### src/rtl/alu_md_pkg.sv
// alu_md_pkg: shared encodings for the EX-stage ALU and multiply/divide engine.
//   - alu_op codes (4 bit). ADD/SUB/OR keep the low bits of the old 3-bit codes.
//   - md_op codes (3 bit). Codes 6 and 7 are unused and leave the engine untouched.
//   - md_state_t: engine FSM state encoding.
package alu_md_pkg;

    localparam logic [3:0] ALU_ADD  = 4'd0;
    localparam logic [3:0] ALU_SUB  = 4'd1;
    localparam logic [3:0] ALU_OR   = 4'd2;
    localparam logic [3:0] ALU_AND  = 4'd3;
    localparam logic [3:0] ALU_XOR  = 4'd4;
    localparam logic [3:0] ALU_NOR  = 4'd5;
    localparam logic [3:0] ALU_SLT  = 4'd6;
    localparam logic [3:0] ALU_SLTU = 4'd7;
    localparam logic [3:0] ALU_SLL  = 4'd8;
    localparam logic [3:0] ALU_SRL  = 4'd9;
    localparam logic [3:0] ALU_SRA  = 4'd10;
    localparam logic [3:0] ALU_LUI  = 4'd11;

    localparam logic [2:0] MD_MULT  = 3'd0;
    localparam logic [2:0] MD_MULTU = 3'd1;
    localparam logic [2:0] MD_DIV   = 3'd2;
    localparam logic [2:0] MD_DIVU  = 3'd3;
    localparam logic [2:0] MD_MTHI  = 3'd4;
    localparam logic [2:0] MD_MTLO  = 3'd5;

    typedef enum logic [1:0] {
        ST_IDLE = 2'd0,
        ST_MUL  = 2'd1,
        ST_DIV  = 2'd2
    } md_state_t;

endpackage

### src/rtl/md_div_iter.sv
// md_div_iter: iterative restoring divider, one quotient bit per cycle.
//   clk, reset     : clock, asynchronous active-low reset
//   start          : load operands and run WIDTH iterations (first one on the start edge)
//   is_signed      : treat dividend/divisor as two's complement
//   dividend       : numerator, sampled on start
//   divisor        : denominator, sampled on start
//   done           : level, high once the result is complete; cleared by the next start
//   quotient       : truncates toward zero; all ones when divisor == 0
//   remainder      : sign of the dividend; equals the dividend when divisor == 0
// Handshake: start is a single-cycle request; done rises WIDTH-1 edges after the
// start edge and stays high, with quotient/remainder stable, until the next start.
module md_div_iter #(
    parameter int WIDTH = 32
) (
    input  logic             clk,
    input  logic             reset,
    input  logic             start,
    input  logic             is_signed,
    input  logic [WIDTH-1:0] dividend,
    input  logic [WIDTH-1:0] divisor,
    output logic             done,
    output logic [WIDTH-1:0] quotient,
    output logic [WIDTH-1:0] remainder
);

    localparam int CW = $clog2(WIDTH + 1);

    logic [WIDTH-1:0] rem_r, quo_r, dvs_r;
    logic             neg_q_r, neg_r_r, run_r, done_r;
    logic [CW-1:0]    cnt_r;

    logic [WIDTH-1:0] mag_a, mag_b;
    logic [WIDTH-1:0] rem_in, quo_in, dvs_in;
    logic [WIDTH:0]   trial;
    logic             ge;
    logic [WIDTH-1:0] step_rem, step_quo;

    // Work on magnitudes; signs are restored on the way out.
    assign mag_a = (is_signed && dividend[WIDTH-1]) ? -dividend : dividend;
    assign mag_b = (is_signed && divisor[WIDTH-1])  ? -divisor  : divisor;

    // The start edge already performs the first iteration on the fresh operands,
    // so the final bit is formed WIDTH-1 edges later.
    assign rem_in = start ? '0    : rem_r;
    assign quo_in = start ? mag_a : quo_r;
    assign dvs_in = start ? mag_b : dvs_r;

    assign trial    = {rem_in, quo_in[WIDTH-1]};
    assign ge       = (trial >= {1'b0, dvs_in});
    // The restored remainder is always below the divisor, so the low WIDTH bits
    // of the difference are exact.
    assign step_rem = ge ? (trial[WIDTH-1:0] - dvs_in) : trial[WIDTH-1:0];
    assign step_quo = {quo_in[WIDTH-2:0], ge};

    always_ff @(posedge clk or negedge reset) begin
        if (!reset) begin
            rem_r   <= '0;
            quo_r   <= '0;
            dvs_r   <= '0;
            neg_q_r <= 1'b0;
            neg_r_r <= 1'b0;
            run_r   <= 1'b0;
            done_r  <= 1'b0;
            cnt_r   <= '0;
        end else if (start) begin
            rem_r   <= step_rem;
            quo_r   <= step_quo;
            dvs_r   <= mag_b;
            // A zero divisor yields raw all-ones; it must not be negated.
            neg_q_r <= is_signed && (dividend[WIDTH-1] ^ divisor[WIDTH-1]) && (divisor != '0);
            neg_r_r <= is_signed && dividend[WIDTH-1];
            cnt_r   <= CW'(WIDTH - 1);
            run_r   <= 1'b1;
            done_r  <= 1'b0;
        end else if (run_r) begin
            rem_r <= step_rem;
            quo_r <= step_quo;
            cnt_r <= cnt_r - 1'b1;
            if (cnt_r == CW'(1)) begin
                run_r  <= 1'b0;
                done_r <= 1'b1;
            end
        end
    end

    assign done      = done_r;
    assign quotient  = neg_q_r ? -quo_r : quo_r;
    assign remainder = neg_r_r ? -rem_r : rem_r;

endmodule

### src/rtl/alu_md_unit.sv
// alu_md_unit: EX-stage combinational ALU plus sequential multiply/divide engine
// holding the HI/LO registers.
//   clk, reset : clock, asynchronous active-low reset
//   a, b       : operands (rs, rt/imm)
//   alu_op     : ALU operation select; alu_out is combinational
//   zero       : a == b, independent of alu_op
//   ovf        : signed overflow of ADD/SUB (only when ALU_OVF_EN is defined)
//   md_op      : MD operation select, md_start launches it when busy is low
//   busy       : engine occupied by MULT/MULTU/DIV/DIVU
//   md_done    : one-cycle pulse when HI/LO were written by a multiply/divide
//   hi, lo     : HI/LO registers; they keep their old value while busy
//   dbg_state  : current engine FSM state (md_state_t encoding)
// Build option: define ALU_OVF_EN to add the ovf output and its logic.
// md handshake: a start is accepted on a rising edge where md_start=1 and busy=0;
// operands and op are captured on that edge. Starts while busy are dropped.
// DIV_LAT must be at least WIDTH because the divider needs WIDTH iterations.
module alu_md_unit
    import alu_md_pkg::*;
#(
    parameter int WIDTH   = 32,
    parameter int MUL_LAT = 5,
    parameter int DIV_LAT = WIDTH
) (
    input  logic             clk,
    input  logic             reset,
    input  logic [WIDTH-1:0] a,
    input  logic [WIDTH-1:0] b,
    input  logic [3:0]       alu_op,
    output logic [WIDTH-1:0] alu_out,
    output logic             zero,
`ifdef ALU_OVF_EN
    output logic             ovf,
`endif
    input  logic [2:0]       md_op,
    input  logic             md_start,
    output logic             busy,
    output logic             md_done,
    output logic [WIDTH-1:0] hi,
    output logic [WIDTH-1:0] lo,
    output logic [1:0]       dbg_state
);

    localparam int S       = $clog2(WIDTH);
    localparam int MAX_LAT = (MUL_LAT > DIV_LAT) ? MUL_LAT : DIV_LAT;
    localparam int CW      = $clog2(MAX_LAT + 1);

    // ---------------------------------------------------------------- ALU
    logic [S-1:0]     shamt;
    logic [WIDTH-1:0] sum, dif;

    assign shamt = a[S-1:0];
    assign sum   = a + b;
    assign dif   = a - b;
    assign zero  = (a == b);

    always_comb begin
        alu_out = '0;
        case (alu_op)
            ALU_ADD:  alu_out = sum;
            ALU_SUB:  alu_out = dif;
            ALU_OR:   alu_out = a | b;
            ALU_AND:  alu_out = a & b;
            ALU_XOR:  alu_out = a ^ b;
            ALU_NOR:  alu_out = ~(a | b);
            ALU_SLT:  alu_out = {{(WIDTH-1){1'b0}}, ($signed(a) < $signed(b))};
            ALU_SLTU: alu_out = {{(WIDTH-1){1'b0}}, (a < b)};
            ALU_SLL:  alu_out = b << shamt;
            ALU_SRL:  alu_out = b >> shamt;
            ALU_SRA:  alu_out = $signed(b) >>> shamt;
            ALU_LUI:  alu_out = b << (WIDTH / 2);
            default:  alu_out = '0;
        endcase
    end

`ifdef ALU_OVF_EN
    // Overflow: operands of the effective addition share a sign that the result lacks.
    always_comb begin
        ovf = 1'b0;
        if (alu_op == ALU_ADD)
            ovf = (a[WIDTH-1] == b[WIDTH-1]) && (sum[WIDTH-1] != a[WIDTH-1]);
        else if (alu_op == ALU_SUB)
            ovf = (a[WIDTH-1] != b[WIDTH-1]) && (dif[WIDTH-1] != a[WIDTH-1]);
    end
`endif

    // ---------------------------------------------------------- MD engine
    md_state_t          state;
    logic [CW-1:0]      cnt_r;
    logic [2*WIDTH-1:0] prod_r;
    logic               busy_r, done_r;
    logic [WIDTH-1:0]   hi_r, lo_r;

    logic               idle_start;
    logic               mul_signed;
    logic [2*WIDTH-1:0] ext_a, ext_b, mul_prod;
    logic               div_start, div_signed, div_done;
    logic [WIDTH-1:0]   div_quo, div_rem;

    assign idle_start = (state == ST_IDLE) && md_start;

    // One multiplier for both flavours: the low 2*WIDTH bits of the product of the
    // sign- or zero-extended operands are the signed or unsigned product.
    assign mul_signed = (md_op == MD_MULT);
    assign ext_a      = mul_signed ? {{WIDTH{a[WIDTH-1]}}, a} : {{WIDTH{1'b0}}, a};
    assign ext_b      = mul_signed ? {{WIDTH{b[WIDTH-1]}}, b} : {{WIDTH{1'b0}}, b};
    assign mul_prod   = ext_a * ext_b;

    assign div_start  = idle_start && ((md_op == MD_DIV) || (md_op == MD_DIVU));
    assign div_signed = (md_op == MD_DIV);

    md_div_iter #(
        .WIDTH (WIDTH)
    ) u_div (
        .clk       (clk),
        .reset     (reset),
        .start     (div_start),
        .is_signed (div_signed),
        .dividend  (a),
        .divisor   (b),
        .done      (div_done),
        .quotient  (div_quo),
        .remainder (div_rem)
    );

    // The product is registered on the accepting edge and held for the rest of
    // the MUL_LAT window; HI/LO only change on the final edge.
    always_ff @(posedge clk or negedge reset) begin
        if (!reset) begin
            state  <= ST_IDLE;
            cnt_r  <= '0;
            prod_r <= '0;
            busy_r <= 1'b0;
            done_r <= 1'b0;
            hi_r   <= '0;
            lo_r   <= '0;
        end else begin
            done_r <= 1'b0;
            case (state)
                ST_IDLE: begin
                    if (md_start) begin
                        case (md_op)
                            MD_MULT, MD_MULTU: begin
                                prod_r <= mul_prod;
                                cnt_r  <= CW'(MUL_LAT - 1);
                                busy_r <= 1'b1;
                                state  <= ST_MUL;
                            end
                            MD_DIV, MD_DIVU: begin
                                cnt_r  <= CW'(DIV_LAT - 1);
                                busy_r <= 1'b1;
                                state  <= ST_DIV;
                            end
                            MD_MTHI: hi_r <= a;
                            MD_MTLO: lo_r <= a;
                            default: ;
                        endcase
                    end
                end
                ST_MUL: begin
                    if (cnt_r == '0) begin
                        {hi_r, lo_r} <= prod_r;
                        busy_r       <= 1'b0;
                        done_r       <= 1'b1;
                        state        <= ST_IDLE;
                    end else begin
                        cnt_r <= cnt_r - 1'b1;
                    end
                end
                ST_DIV: begin
                    if (cnt_r == '0) begin
                        if (div_done) begin
                            hi_r <= div_rem;
                            lo_r <= div_quo;
                        end
                        busy_r <= 1'b0;
                        done_r <= 1'b1;
                        state  <= ST_IDLE;
                    end else begin
                        cnt_r <= cnt_r - 1'b1;
                    end
                end
                default: state <= ST_IDLE;
            endcase
        end
    end

    assign busy      = busy_r;
    assign md_done   = done_r;
    assign hi        = hi_r;
    assign lo        = lo_r;
    assign dbg_state = state;

endmodule
### config.mk
export PLATFORM = sky130hd
export DESIGN_NAME = alu_md_unit
export DESIGN_NICKNAME = d
export VERILOG_FILES = /design/src/rtl/alu_md_pkg.sv /design/src/rtl/md_div_iter.sv /design/src/rtl/alu_md_unit.sv
export SDC_FILE = /design/constraint.sdc
export NUM_CORES = 2
export LEC_CHECK = 0
export CAP_MARGIN = 10
export CORE_MARGIN = 2
export CORE_UTILIZATION = 40
export CTS_CLUSTER_SIZE = 30
export DETAILED_ROUTE_END_ITERATION = 7
export GPL_ROUTABILITY_DRIVEN = 0
export GPL_TIMING_DRIVEN = 1
export HOLD_SLACK_MARGIN = 0.03
export PLACE_DENSITY = 0.56
export SLEW_MARGIN = 10
export SYNTH_ARGS = -nofsm -noshare
export SYNTH_HDL_FRONTEND = slang
export SYNTH_SLANG_ARGS = --single-unit
### constraint.sdc
create_clock -name clk -period 15.19 [get_ports clk]
set_clock_uncertainty 0.05 [all_clocks]
set_input_delay 3.038 -clock clk [delete_from_list [all_inputs] [get_ports clk]]
set_output_delay 3.038 -clock clk [all_outputs]
set_load 0.1 [all_outputs]
== Yosys cells after proc, flatten, opt, wreduce, memory -nomap -nowiden ==
Cells that the tools add are included.
Word-level totals
  word-level logic and storage cells: 142
  bits in registers: 244
  bits of input ports: 74
Operators by class
  multipliers: 1
  eq/ne operators: 30
  shift operators: 3
  bitwise gates (word level): 5
  reduce and logical (&&, ||, !) cells: 27
  order comparisons: 3
  muxes and demuxes: 49
  add/sub/neg operators: 9
Operator list (count)
  2-to-1 mux 32 bit: 22
  one-hot mux 32 bit (12 select lines): 1
  one-hot mux 32 bit (3 select lines): 2
  2-to-1 mux 64 bit: 2
  negation 32 bit: 4
  < comparator 32 bit: 2
  multiplier 64 x 64 -> 64 bit: 1
  subtractor 32 bit: 2
  greater-or-equal comparator 33 x 32 -> 1 bit: 1
  adder 32 bit: 1
  bitwise AND 32 bit: 1
  equality test 32 bit: 1
  NOT 32 bit: 1
  OR 32 bit: 1
  nonzero test 32 bit: 1
  << shifter 32 x 5 -> 32 bit: 1
  >> shifter 32 x 5 -> 32 bit: 1
  >>> shifter 32 x 5 -> 32 bit: 1
  XOR 32 bit: 1
  2-to-1 mux 6 bit: 4
  one-hot mux 6 bit (2 select lines): 2
  equality test 4 x 3 -> 1 bit (second input constant): 4
  equality test 4 bit (second input constant): 4
  AND reduction 6 bit: 2
  other kinds (30): 64

== Longest topological paths before layout ==
  depth after elaboration: 8
  depth in mapped cells: 38
  gate-level depth less buffers: 35

== Cells and area by module ==
A second synthesis with hierarchy kept.
Second synthesis, totals
  cell total of the unflattened synthesis: 8129
  area, all modules: 70654.0 um^2
Modules (own cells, without submodules)
  alu_md_unit: area an instance 61504.0 um^2, instances 1, cells each 6983
  md_div_iter: area an instance 9150.0 um^2, instances 1, cells each 1146

== Worst setup path after synthesis ==
Ideal clock, no wire load.
  path type: input-to-output
  start: input port a[2]
  end: output port alu_out[21]
  slack: 2.651 ns
  stages: 15
  required time: 12.102 ns
  arrival: 9.451 ns
  path buffers: 6
  cells stage by stage: clkbuf_1 inv_2 buf_2 buf_1 clkbuf_1 clkbuf_1 ha_1 buf_2 o21ai_0 o21a_1 o21ai_0 a311oi_1 o21ai_0 a31oi_1 o41ai_1
Between the ends
  longest elaborated chain between the ends: 2
Ends and longest elaborated chain
  start: declaration: line alu_md_unit.sv:26  | input logic [WIDTH-1:0] a,
  subtractor 32 bit (tied with other cells): line alu_md_unit.sv:53  | assign dif = a - b;
  one-hot mux 32 bit (12 select lines) (*): line alu_md_unit.sv:58  | case (alu_op)
  end: declaration: line alu_md_unit.sv:29  | output logic [WIDTH-1:0] alu_out,
Mark *: on every way between the ends. The rest lies on a longest branch, timed or not.

== Worst setup path after layout ==
  start: input port md_op[1]
  end: register prod_r[60]
Between the ends
  longest elaborated chain between the ends: 3
Ends and longest elaborated chain
  start: declaration: line alu_md_unit.sv:34  | input logic [2:0] md_op,
  zero test 3 bit / equality test 3 x 1 -> 1 bit (equally long branches): line alu_md_unit.sv:103, alu_md_unit.sv:141
  2-to-1 mux 64 bit (tied with other cells): line alu_md_unit.sv:104  | assign ext_a = mul_signed ? {{WIDTH{a[WIDTH-1]}}, a} : {{WIDTH{1'b0}}, a};
  multiplier 64 x 64 -> 64 bit / AND reduction 3 bit (equally long branches)
  end signal: assignment: line alu_md_unit.sv:143  | prod_r <= mul_prod;
  end: declaration: line alu_md_unit.sv:89  | logic [2*WIDTH-1:0] prod_r;
Several ways; a longest one is shown, not always the timed one.
A chain may end at the register's enable or synchronous reset.

==> run metrics <==
layout cells sized above 1 4.760%; Avg Cell Area, Syn 8.597 um^2; startpoint class of the critical path input port; hold path start prod_r[18]; depth of the worst hold-timing path 2; Worst R2R End u_div.rem_r[27]; Clock Sinks 244; WL/cell 27.53 um; post-synthesis adder-cell area fraction 48.60%; CORE AREA 174200 um^2; largest net degree at the start of global routing 109; Slew Viols, Final 0; Compound-Gate Fraction of Synth Area 11.08%; first-pass GRT wire length 420400 um; routed vias 60150; Worst-path clk slew 0.09 ns; CTS Root Cell clkbuf_16; failing checks DRC; cell depth of the worst flop-to-flop path 18; Data required, critical path 15.67 ns; Final Hold Fails 0; endpoints failing setup 0; fin crit share 87.56%; critical setup path kind input port to register; H-tree lvl count 1; Post-DP HPWL 228900 um; total I/O pin count 175; Synth Cell Area 70190 um^2; hold endpoint prod_r[18]; crit-path max FO 22; routed vias/inst 5.773; # Post-CTS Setup Buffers 0; Pre-Repair DR Iteration Count 8; ys flop type dfrtp_1; RSZ-0062 raised after global routing no; DR DRC count 2; Hold WS 0.4252 ns; die area 178800 um^2; CP max stage cell fa_1; max_cap viols 0; YS warnings 0; CP max stage delay 0.63 ns; CTS Buf Count 25; Crit path top cell by count fa_1; most frequent cells in the layout 1622 x inv_1, 1422 x fa_1, 1181 x nand2_1; layout net count 10020; CTS Hold Bufs 0; insertion delay to the later sink of the worst-skew pair 0.60 ns; reg2reg start dbg_state[0]; post-synthesis async set-or-reset flop share 100.0%; post-synthesis mux area share 2.943%; register bit total from synthesis 244; Peak Freq 75.18 MHz; Row Count 153; Synthesized Nets 10110; Yosys cell types 89; number of enable flip-flop cells after synthesis 0; Die Ht 422.9 um; status complete, but fails checks; Post-Route WL 286800 um; initial core utilization 40.29%; Post-Synthesis Cells 8165; chip width 422.9 um; Synth Area in XOR/XNOR 3.294%; worst hold path class register to register; post-synthesis sequential area ratio 8.699%; PortBufs 174; vias in the first global route 61660; Worst R2R Setup Slack 8.75 ns; Final ANT Viol Nets 0; Resized cells post-CTS 0; final setup TNS 0 ns; initial antenna violation count 8; initial detailed-routing violation count 6815; fin util 43.25%; minimum clock period 13.30 ns; gr ovfl total 0; largest family of logic cells by synthesized area adder cells; CP arrival 13.78 ns; Area Overhead vs Synth 7.332%; CP Capture Type register; simple-gate area share of the yosys netlist 13.87%; Tightest Pin Transition 1.352 ns; CTS tree built; relative slew slack 9.751%; total track usage 32.02%; Longest Clk Path Bufs 3; commonest non-fill, non-tap cell in the layout inv_1
## worst max-delay path, delay by kind of cell
kind            cells  cell delay (ns)
compound gates      4             0.64
xor+xnor            1             0.16
simple gates        8             2.61
fa+ha+maj          11             5.60
buf+inv             9             1.67
## area by class of cell
class | instances | area [um^2]
Timing Repair Buffer | 353 | 3048
Clock inverter | 15 | 271.5
Tap cell | 2325 | 2909
Inverter | 1646 | 6178
Clock buffer | 31 | 698.2
Sequential cell | 244 | 6107
Multi-Input combinational cell | 5799 | 56110
Fill cell | 17400 | 98870
Antenna cell | 6 | 15.01
## metrics by stage
stage / cell area, um^2 / std cells / setup slack [ns]
floorplan: 70190 / 8165 / 2.651
global placement: 74350 / 10370 / 1.512
detailed placement: 74350 / 10370 / 1.350
CTS: 75320 / 10410 / 1.965
global route: 75330 / 10410 / 1.537
finish: 75340 / 10420 / 1.889
## worst max path at each step
stage	start	end
finish	md_op[1]	prod_r[60]
global route	md_op[1]	prod_r[55]
CTS	md_op[1]	prod_r[60]
detailed placement	md_op[1]	prod_r[60]
global placement	md_op[1]	prod_r[60]
floorplan	a[2]	alu_out[21]
## kinds of logic after synthesis
group | count (synthesis)
buffers and inverters | 2122
and+or+nand+nor | 2325
adders and majority gates | 1873
xor gates and xnor gates | 264
AOI/OAI and AO/OA | 1203
DFF | 244
muxes | 134
## synth_stat cells (16+ instances only)
master,count,area (um^2)
inv_1,1626,6103
and3_1,41,256.5
or3_1,20,125.1
and2_1,53,331.6
buf_1,87,326.6
a22oi_1,21,157.7
fa_1,1422,28470
o21bai_1,28,210.2
nand2b_1,32,200.2
nor2_1,731,2744
a21oi_1,292,1461
ha_1,451,5643
buf_2,19,95.09
nor2b_1,18,112.6
o41ai_1,19,166.4
a221oi_1,32,280.3
dfrtp_1,244,6106
o21ai_0,318,1592
a21o_1,68,510.5
o2111ai_1,16,140.1
nor4_1,23,143.9
nand2_1,1181,4433
o21a_1,29,217.7
mux4_2,57,1284
xor2_1,46,402.9
xnor2_1,218,1909
clkbuf_1,358,1344
a31oi_1,45,281.5
mux2i_1,68,680.7
nor3_1,71,355.3
o22ai_1,28,175.2
nand4_1,37,231.5
a211oi_1,33,247.7
o31ai_1,101,758.2
o211ai_1,30,225.2
nand3_1,60,300.3
## state kept, by name, indices dropped and copies added, names as in the netlist, 2 cells and up
name,count
prod_r,64
hi,32
lo,32
u_div.dvs_r,32
u_div.quo_r,32
u_div.rem_r,32
cnt_r,6
u_div.cnt_r,6
dbg_state,2
## layer usage
layer,part of all wire [%],GRT usage (%)
met2,45,49.86
met1,37,40.43
met3,9.6,7.177
met5,0.021,0
met4,8.2,19.97
Power is not shown: default switching activity piles up to over one toggle a cycle in this logic, so the estimate is an artifact.
